## src/rtl/tetris_pkg.sv

```systemverilog
// Shared definitions for the tetris VGA drawing path.
// Contents: screen geometry, pixel coordinate widths, command op encodings,
// FSM state encoding, colour constants and a cell-origin helper.
package tetris_pkg;

  localparam int unsigned SCREEN_W    = 160;
  localparam int unsigned SCREEN_H    = 120;
  localparam int unsigned NX          = 8;
  localparam int unsigned NY          = 7;
  localparam int unsigned COLOR_DEPTH = 9;

  // Command opcodes as carried on req_op.
  typedef enum logic {
    OP_CELL  = 1'b0,
    OP_CLEAR = 1'b1
  } op_e;

  // Painter FSM states.
  typedef enum logic [1:0] {
    ST_IDLE  = 2'd0,
    ST_CELL  = 2'd1,
    ST_CLEAR = 2'd2
  } state_e;

  // Colours are {R[2:0], G[2:0], B[2:0]}.
  localparam logic [COLOR_DEPTH-1:0] COLOR_BLACK = 9'h000;
  localparam logic [COLOR_DEPTH-1:0] COLOR_BG    = 9'h049;

  // Pixel coordinate of a cell's top/left edge: base + idx << sh, in NX bits.
  // Callers truncate to NY bits for the vertical axis.
  function automatic logic [NX-1:0] cell_origin(input int unsigned base,
                                                input logic [3:0]  idx,
                                                input int unsigned sh);
    return NX'(base) + (NX'(idx) << sh);
  endfunction

endpackage

```

## src/rtl/pixel_scan_counter.sv

```systemverilog
// 2-D raster scan counter shared by the cell fill and the screen clear.
// Ports:
//   clock, resetn     : clock and synchronous active-low reset
//   start             : restart at (0,0) and capture x_max/y_max
//   x_max, y_max      : last inner/outer index of the scan (width-1, height-1)
//   step              : advance one position, inner counter first
//   next_x_c/next_y_c : position the counter moves to on the next step
//   last              : current position is (x_max, y_max)
module pixel_scan_counter
  import tetris_pkg::*;
#(
  parameter int unsigned XW = NX,
  parameter int unsigned YW = NY
) (
  input  logic          clock,
  input  logic          resetn,
  input  logic          start,
  input  logic [XW-1:0] x_max,
  input  logic [YW-1:0] y_max,
  input  logic          step,
  output logic [XW-1:0] next_x_c,
  output logic [YW-1:0] next_y_c,
  output logic          last
);

  logic [XW-1:0] cx;
  logic [YW-1:0] cy;
  logic [XW-1:0] xm;
  logic [YW-1:0] ym;
  logic          wrap_x;

  // Inner counter wraps to 0 and carries into the outer one.
  always_comb begin
    wrap_x   = (cx == xm);
    next_x_c = wrap_x ? '0 : cx + XW'(1);
    next_y_c = cy;
    if (wrap_x) begin
      next_y_c = (cy == ym) ? '0 : cy + YW'(1);
    end
  end

  // Position and bounds registers; last is registered alongside the position.
  always_ff @(posedge clock) begin
    if (!resetn) begin
      cx   <= '0;
      cy   <= '0;
      xm   <= '0;
      ym   <= '0;
      last <= 1'b0;
    end else if (start) begin
      cx   <= '0;
      cy   <= '0;
      xm   <= x_max;
      ym   <= y_max;
      last <= (x_max == '0) && (y_max == '0);
    end else if (step) begin
      cx   <= next_x_c;
      cy   <= next_y_c;
      last <= (next_x_c == xm) && (next_y_c == ym);
    end
  end

endmodule

```

## src/rtl/tetris_cell_painter.sv

```systemverilog
// Pixel-write initiator for the 160x120 VGA adapter frame buffer.
// Takes one command at a time (fill one board cell or clear the screen) and
// streams one pixel write per clock.
// Ports:
//   clock, resetn        : clock and synchronous active-low reset
//   req_valid/req_ready  : command handshake
//   req_op               : 0 fill cell, 1 clear screen
//   req_col/req_row      : board cell (ignored for clear)
//   req_color            : fill colour {R,G,B} 3 bits each
//   x, y, color, write   : pixel stream to vga_adapter
//   done                 : one-cycle pulse when a command completes
module tetris_cell_painter
  import tetris_pkg::*;
#(
  parameter int unsigned CELL     = 8,
  parameter int unsigned COLS     = 10,
  parameter int unsigned ROWS     = 15,
  parameter int unsigned BOARD_X0 = 40,
  parameter int unsigned BOARD_Y0 = 0
) (
  input  logic                   clock,
  input  logic                   resetn,
  input  logic                   req_valid,
  output logic                   req_ready,
  input  logic                   req_op,
  input  logic [3:0]             req_col,
  input  logic [3:0]             req_row,
  input  logic [COLOR_DEPTH-1:0] req_color,
  output logic [NX-1:0]          x,
  output logic [NY-1:0]          y,
  output logic [COLOR_DEPTH-1:0] color,
  output logic                   write,
  output logic                   done
);

  localparam int unsigned CELL_SH = $clog2(CELL);

  // Board geometry must fit on screen and cells must be a power of two.
  if ((BOARD_X0 + COLS * CELL) > SCREEN_W) begin : g_bad_width
    $error("tetris_cell_painter: board exceeds screen width");
  end
  if ((BOARD_Y0 + ROWS * CELL) > SCREEN_H) begin : g_bad_height
    $error("tetris_cell_painter: board exceeds screen height");
  end
  if ((CELL == 0) || ((CELL & (CELL - 1)) != 0)) begin : g_bad_cell
    $error("tetris_cell_painter: CELL must be a power of two");
  end

  state_e        state;
  logic [NX-1:0] base_x;
  logic [NY-1:0] base_y;

  logic          accept;
  logic          is_clear;
  logic          in_range;
  logic [NX-1:0] cell_x;
  logic [NY-1:0] cell_y;
  logic [NX-1:0] scan_xmax;
  logic [NY-1:0] scan_ymax;
  logic          scan_start;
  logic          scan_step;
  logic          scan_last;
  logic [NX-1:0] scan_next_x;
  logic [NY-1:0] scan_next_y;

  // Command decode, only meaningful in the accepting cycle.
  assign accept    = (state == ST_IDLE) && req_valid;
  assign is_clear  = (req_op == OP_CLEAR);
  assign in_range  = (32'(req_col) < COLS) && (32'(req_row) < ROWS);
  assign cell_x    = cell_origin(BOARD_X0, req_col, CELL_SH);
  assign cell_y    = NY'(cell_origin(BOARD_Y0, req_row, CELL_SH));
  assign scan_xmax = is_clear ? NX'(SCREEN_W - 1) : NX'(CELL - 1);
  assign scan_ymax = is_clear ? NY'(SCREEN_H - 1) : NY'(CELL - 1);

  // Out-of-range cells never start the scanner.
  assign scan_start = accept && (is_clear || in_range);
  assign scan_step  = (state != ST_IDLE) && !scan_last;

  pixel_scan_counter #(
    .XW (NX),
    .YW (NY)
  ) u_scan (
    .clock    (clock),
    .resetn   (resetn),
    .start    (scan_start),
    .x_max    (scan_xmax),
    .y_max    (scan_ymax),
    .step     (scan_step),
    .next_x_c (scan_next_x),
    .next_y_c (scan_next_y),
    .last     (scan_last)
  );

  // Painter FSM; the first pixel is driven on the accepting edge so write
  // is high in the very next cycle, and later pixels come from the
  // scanner's next position so x/y stay registered without a lag cycle.
  always_ff @(posedge clock) begin
    if (!resetn) begin
      state     <= ST_IDLE;
      req_ready <= 1'b1;
      write     <= 1'b0;
      done      <= 1'b0;
      x         <= '0;
      y         <= '0;
      color     <= '0;
      base_x    <= '0;
      base_y    <= '0;
    end else begin
      done <= 1'b0;
      case (state)
        ST_IDLE: begin
          if (accept) begin
            if (is_clear) begin
              state     <= ST_CLEAR;
              req_ready <= 1'b0;
              write     <= 1'b1;
              x         <= '0;
              y         <= '0;
              color     <= req_color;
              base_x    <= '0;
              base_y    <= '0;
            end else if (in_range) begin
              state     <= ST_CELL;
              req_ready <= 1'b0;
              write     <= 1'b1;
              x         <= cell_x;
              y         <= cell_y;
              color     <= req_color;
              base_x    <= cell_x;
              base_y    <= cell_y;
            end else begin
              // Accepted but nothing to draw: complete immediately.
              done <= 1'b1;
            end
          end
        end
        ST_CELL, ST_CLEAR: begin
          if (scan_last) begin
            state     <= ST_IDLE;
            req_ready <= 1'b1;
            write     <= 1'b0;
            done      <= 1'b1;
          end else begin
            x <= base_x + scan_next_x;
            y <= base_y + scan_next_y;
          end
        end
        default: begin
          state     <= ST_IDLE;
          req_ready <= 1'b1;
          write     <= 1'b0;
        end
      endcase
    end
  end

endmodule

```

## config.mk

```make
export PLATFORM = sky130hd
export DESIGN_NAME = tetris_cell_painter
export DESIGN_NICKNAME = d
export VERILOG_FILES = /design/src/rtl/tetris_pkg.sv /design/src/rtl/pixel_scan_counter.sv /design/src/rtl/tetris_cell_painter.sv
export SDC_FILE = /design/constraint.sdc
export NUM_CORES = 1
export LEC_CHECK = 0
export ABC_CLOCK_PERIOD_IN_PS = 4900
export CAP_MARGIN = 5
export CELL_PAD_IN_SITES_DETAIL_PLACEMENT = 0
export CELL_PAD_IN_SITES_GLOBAL_PLACEMENT = 1
export CORE_ASPECT_RATIO = 0.6
export CORE_MARGIN = 2
export CORE_UTILIZATION = 47
export CTS_CLUSTER_SIZE = 12
export DETAILED_ROUTE_END_ITERATION = 7
export HOLD_SLACK_MARGIN = 0.02
export PLACE_DENSITY = 0.86
export SYNTH_ARGS = -nofsm -noshare
export SYNTH_HDL_FRONTEND = slang
export SYNTH_HIERARCHICAL = 1
export SYNTH_SLANG_ARGS = --single-unit
```

## constraint.sdc

```tcl
create_clock -name clock -period 4.9 [get_ports clock]
set_input_delay 1.225 -clock clock [delete_from_list [all_inputs] [get_ports clock]]
set_output_delay 1.225 -clock clock [all_outputs]
set_load 0.005 [all_outputs]
```

==> results.sh, run 1 <==
export IMPL_cts_resized=0
export IMPL_row_count=26
export IMPL_firstDrtPassIters=4
export IMPL_hold_path_class="reg2reg"
export IMPL_yosys_warnings=6
export IMPL_min_from="y[2]"
export IMPL_maxUsedRoutingLayer="met4"
export IMPL_layout_common_cells="dfxtp_1, clkdlybuf4s50_1, mux2i_1"
export IMPL_area_growth_syn_to_layout_pct=21.8
export IMPL_maxCapViolations=0
export IMPL_portBuffers=47
export IMPL_drt_initial_drc_count=197
export IMPL_drc_errors=0
export IMPL_fin_util=0.584
export IMPL_diodes=0
export IMPL_finalSetupTns_ns=0
export IMPL_ys_ff_latch=69
export IMPL_holdBufCountCts=0
export IMPL_netlist_cell_type_count=58
export IMPL_start_util=0.479
export IMPL_cts_root_buf="clkbuf_16"
export IMPL_vias=3296
export IMPL_clk_pin_slew_worst_paths_ns=0.05
export IMPL_clkLatencyLatePin_ns=0.33
export IMPL_leakage_nw=1.93
export IMPL_die_area_um2=9370
export IMPL_track_usage=0.218
export IMPL_outcome="complete, no violations"
export IMPL_finalWirelength_um=9570
export IMPL_slew_headroom=0.255
export IMPL_path_class="in2reg"
export IMPL_final_fill_count=759
export IMPL_place_hpwl_um=6750
export IMPL_synth_area_per_cell_um2=8.97
export IMPL_min_to="y[2]"
export IMPL_die_w_um=124
export IMPL_htree_num_levels=3
export IMPL_place_gp_congestion=0.867
export IMPL_dr_wl_met3_um=562
export IMPL_r2r_end="y[6]"
export IMPL_wl_per_cell_um=15.4
export IMPL_fin_skew_ns=0.00473
export IMPL_layout_commonest_cell="dfxtp_1"
export IMPL_worstPathRequired_ns=5.12
export IMPL_seq_area_frac_synth=0.342
export IMPL_end_kind="register"
export IMPL_cts_setup_buffers=0
export IMPL_synth_edf_count=0
export IMPL_core_um2=8430
export IMPL_cts_buffers=9
export IMPL_path_max_fanout=28
export IMPL_rsz0062_at_grt="no"
export IMPL_hold_path_depth=2
export IMPL_worst_slew_pin_transition_ns=1.11
export IMPL_chipHeight_um=75.8
export IMPL_wirelength_met1_um=4770
export IMPL_synth_cells=450
export IMPL_final_hold_viol_count=0
export IMPL_grt_pass1_wl_um=15600
export IMPL_max_vdd_ir_drop_mv=0.186
export IMPL_cp_data_arrival_time_ns=3.71
export IMPL_ys_flop_type="dfxtp_1"
export IMPL_cts_max_path_buffers=2
export IMPL_wl_met2_um=4210
export IMPL_drive_above_1_share=0.0648
export IMPL_ios=48
export IMPL_cp_start_kind="primary input"
export IMPL_antenna_left=0
export IMPL_synth_area_top_cells="dfxtp_1, mux2i_1, nor2b_1"
export IMPL_layout_nets=541
export IMPL_r2r_cells=11
export IMPL_syn_area_um2=4040
export IMPL_antenna_found_initial=0
export IMPL_max_freq_mhz=287
export IMPL_power_density_nw_per_um2=401
export IMPL_grt_max_degree=45
export IMPL_period_needed_ns=3.49
export IMPL_ys_async_sr_fraction=0
export IMPL_cts_tree="done"
export IMPL_viasPerCell=5.31
export IMPL_slew_violations=0
export IMPL_r2r_start="u_scan/xm[1]"
export IMPL_grt_ovfl_total=0
export IMPL_clock_sinks=69
export IMPL_setup_viol=0
export IMPL_r2r_setup_slack_ns=1.51
export IMPL_synth_area_leader_cell="dfxtp_1"
export IMPL_period_share=0.712
export IMPL_synth_top_area_frac=0.342
export IMPL_grt_pass1_vias=3077
## cells in the mapped netlist (all sizes together), types with 5 or more instances
cell    instances
dfxtp          69
nand4           6
nor2           42
nand2          22
xor2           14
nor4            5
nor2b          33
o21ai          14
a21boi          9
xnor2          23
inv            13
clkbuf         17
nand3          14
mux2i          44
a21oi          16
ha             12
o211a           6
and2            6
nand2b         22
buf             8
## worst max-delay path, stage by stage
cell             delay [ns]
clkdlybuf4s50_1        0.73
nand2b_1               0.28
o2111ai_1              0.16
o2bb2ai_2              0.87
o311ai_1               0.24
o211a_1                0.20
## stage by stage
stage / cell area (µm²) / cells / setup WS (ns) / power, mW / hold slack (ns)
after floorplan: 4100 / 466 / 1.68 / 1.18 / 0.453
after global placement: 4650 / 607 / 1.23 / 1.38 / 0.448
after detailed placement: 4650 / 607 / 1.13 / 1.39 / 0.463
after CTS: 4920 / 621 / 1.42 / 1.99 / 0.471
after global routing: 4920 / 621 / 1.21 / 2.10 / 0.496
final: 4920 / 621 / 1.41 / 1.97 / 0.466
## power breakdown
| group | internal, mW | total [mW] | switching [mW] |
|---|---|---|---|
| logic | 0.321 | 0.691 | 0.371 |
| registers | 0.631 | 0.692 | 0.0610 |
| clock network | 0.363 | 0.591 | 0.228 |
## cells by family (layout without fill, tap and decap cells)
family / after synthesis / count (layout) / synth area share
compound gates: 72 / 72 / 0.128
xor+xnor: 37 / 37 / 0.0840
fa+ha+maj: 14 / 14 / 0.0471
buf+inv: 38 / 81 / 0.0403
flops: 69 / 69 / 0.342
mux: 44 / 44 / 0.109
other cells: 2 / 18 / 0.00186
simple gates: 174 / 174 / 0.248
## registers in the layout, indices dropped and copies added, names as in the netlist
signal       cells
color            9
base_y           4
u_scan/cx        8
u_scan/last      1
req_ready        1
write            1
y                7
x                8
u_scan/ym        7
done             1
u_scan/xm        8
u_scan/cy        7
base_x           5
state            2
## cell type report
type                    instances  area [µm²]  area share
inverters                      13        48.8     0.00992
repair buffers                 54         523       0.106
well taps                     112         140      0.0285
flip-flops and latches         69        1380       0.281
clock inverters                 2        10.0     0.00203
multi-input cells             359        2560       0.520
clock buffers                  12         256      0.0521
## how the worst max path moves through the flow
stage               start      endpoint  slack, ns  depth (start not counted)
2_1_floorplan  req_row[2]  u_scan/xm[3]       1.68                          8
3_3_place_gp       req_op          x[5]       1.23                          6
3_5_place_dp       req_op          x[3]       1.13                          6
4_1_cts            req_op          x[5]       1.42                          6
5_1_grt            req_op          x[5]       1.21                          6
6_report           req_op          x[5]       1.41                          6
## routing by layer
metal	up-vias	global-route usage
met5	-	0
met4	0	0.0606
met3	4	0.0659
met2	74	0.324
met1	1550	0.308
li1	1668	-
Note: power is estimated with default switching activity, not from simulation.
==> run 2, diff against run 1 <==
- ABC_CLOCK_PERIOD_IN_PS: 4900 -> 2840
- CORE_UTILIZATION: 47 -> 39
- PLACE_DENSITY: 0.86 -> 0.76
- clock period: 4.9 -> 2.84 ns (I/O delays scaled with it)
==> run 2 against run 1 <==
Against the previous run: final area increased by 7.7%; cell count increased by 9.3%; sequential power is 72% higher; worst setup slack got worse by 1.2 ns; register-to-register slack worse by 1.3 ns; hold slack got worse by 0.0034 ns; clock power is 110% higher; total power grew 91%; combinational power up 97%.
==> results.sh, run 2 (synthesized netlist as in run 1, its figures left out) <==
export IMPL_cpPeakStageDelay_ns=0.59
export IMPL_holdBufCountCts=0
export IMPL_final_hold_viol_count=0
export IMPL_chipHeight_um=82.8
export IMPL_cts_setup_buffers=0
export IMPL_period_needed_ns=2.67
export IMPL_cts_max_path_buffers=2
export IMPL_outcome="complete, no violations"
export IMPL_fin_area_um2=5300
export IMPL_slew_violations=0
export IMPL_path_max_fanout=6
export IMPL_grt_ovfl_total=0
export IMPL_max_freq_mhz=375
export IMPL_top_register="color"
export IMPL_clkLatencyLatePin_ns=0.33
export IMPL_drt_initial_drc_count=136
export IMPL_htree_num_levels=3
export IMPL_die_area_um2=11200
export IMPL_antenna_left=0
export IMPL_power_density_nw_per_um2=712
export IMPL_worstPathRequired_ns=3.06
export IMPL_largest_reg_flops=9
export IMPL_firstDrtPassIters=4
export IMPL_fin_skew_ns=0.00656
export IMPL_cts_root_buf="clkbuf_16"
export IMPL_drive_above_1_share=0.138
export IMPL_viasPerCell=5.02
export IMPL_grt_pass1_wl_um=16900
export IMPL_slew_headroom=0.550
export IMPL_multiInputGateArea_um2=2590
export IMPL_wl_per_cell_um=15.2
export IMPL_rsz0062_at_grt="no"
export IMPL_row_count=28
export IMPL_path_class="reg2reg"
export IMPL_place_hpwl_um=7590
export IMPL_diodes=0
export IMPL_ff_latch_area_um2=1380
export IMPL_vias=3411
export IMPL_cts_buffers=9
export IMPL_maxCapViolations=0
export IMPL_cts_tree="done"
export IMPL_finalSetupTns_ns=0
export IMPL_clock_sinks=69
export IMPL_area_growth_syn_to_layout_pct=31.2
export IMPL_core_um2=9950
export IMPL_antenna_found_initial=0
export IMPL_layout_commonest_cell="dfxtp_1"
export IMPL_end_kind="register"
export IMPL_leakage_nw=2.14
export IMPL_portBuffers=47
export IMPL_drc_errors=0
export IMPL_cp_start_kind="register"
export IMPL_final_fill_count=919
export IMPL_start_util=0.406
export IMPL_track_usage=0.193
export IMPL_ios=48
export IMPL_cts_resized=0
export IMPL_clk_pin_slew_worst_paths_ns=0.06
export IMPL_cp_cell_sequence="xor2_1 > nor4_4 > nand4_4 > or4_4 > nand2_1 > ha_1 > a21oi_1 > xnor2_1 > and2_1 > o22ai_1"
export IMPL_die_w_um=135
export IMPL_hold_path_class="reg2reg"
export IMPL_layout_common_cells="dfxtp_1, clkdlybuf4s50_1, mux2i_1"
export IMPL_grt_max_degree=55
export IMPL_cp_data_arrival_time_ns=2.88
export IMPL_finalWirelength_um=10400
export IMPL_setup_viol=0
export IMPL_place_area_um2=4940
export IMPL_crit_slowest_cell="or4_4"
export IMPL_max_vdd_ir_drop_mv=0.467
export IMPL_grt_pass1_vias=3285
export IMPL_layout_nets=574
export IMPL_period_share=0.939
export IMPL_worst_slew_pin_transition_ns=0.674
export IMPL_place_gp_congestion=0.845
## run 2: cell count changes in the layout (fill, tap and decap cells not counted), sizes merged
| cell | delta |
|---|---|
| buf | +34 |
| bufinv | +2 |
| clkdlybuf4s50 | -1 |
## run 2: layer usage
layer	up-vias	wire [µm]	GRT usage
met5	-	0	0
li1	1725	-	-
met4	0	55	0.0398
met2	76	4350	0.287
met1	1606	5300	0.276
met3	4	646	0.0604
## run 2: final timing paths
check	slack, ns	startpoint	cells after the start	end
setup reg to reg	0.17	u_scan/xm[1]	10	y[6]
hold / removal	0.46	req_ready	2	req_ready
hold reg to reg	0.46	req_ready	2	req_ready
setup / recovery	0.17	u_scan/xm[1]	10	y[6]
## run 2: per-stage QoR
step	power (mW)	hold WS (ns)	util	setup WS [ns]	std cells
finish	3.77	0.462	0.532	0.172	679
global route	4.00	0.495	0.532	0.0249	679
CTS	3.79	0.464	0.529	0.0368	679
detailed placement	2.54	0.455	0.496	0.0127	663
global placement	2.52	0.450	0.496	0.0509	663
floorplan	2.04	0.453	-	0.0900	466
## run 2: cell type report
class,count,share of cell area
Sequential cell,69,0.261
Multi-Input combinational cell,359,0.489
Tap cell,135,0.0319
Timing Repair Buffer,87,0.147
Clock buffer,12,0.0484
Inverter,13,0.00921
Clock inverter,4,0.0132
## run 2: worst max-delay path: cells and delay by family (launching register included)
kind                     cells  cell delay (ns)
XOR/XNOR                     2             0.32
AND/OR/NAND/NOR              5             1.41
AO/OA/AOI/OAI                2             0.26
flip-flops                   1             0.31
adder cells (fa/ha/maj)      1             0.26
## run 2: power by group
group | internal (mW) | leakage (nW) | total (mW) | switching (mW)
Clock | 0.814 | 0.163 | 1.23 | 0.418
Sequential | 1.09 | 0.564 | 1.19 | 0.0964
Combinational | 0.664 | 1.42 | 1.36 | 0.693
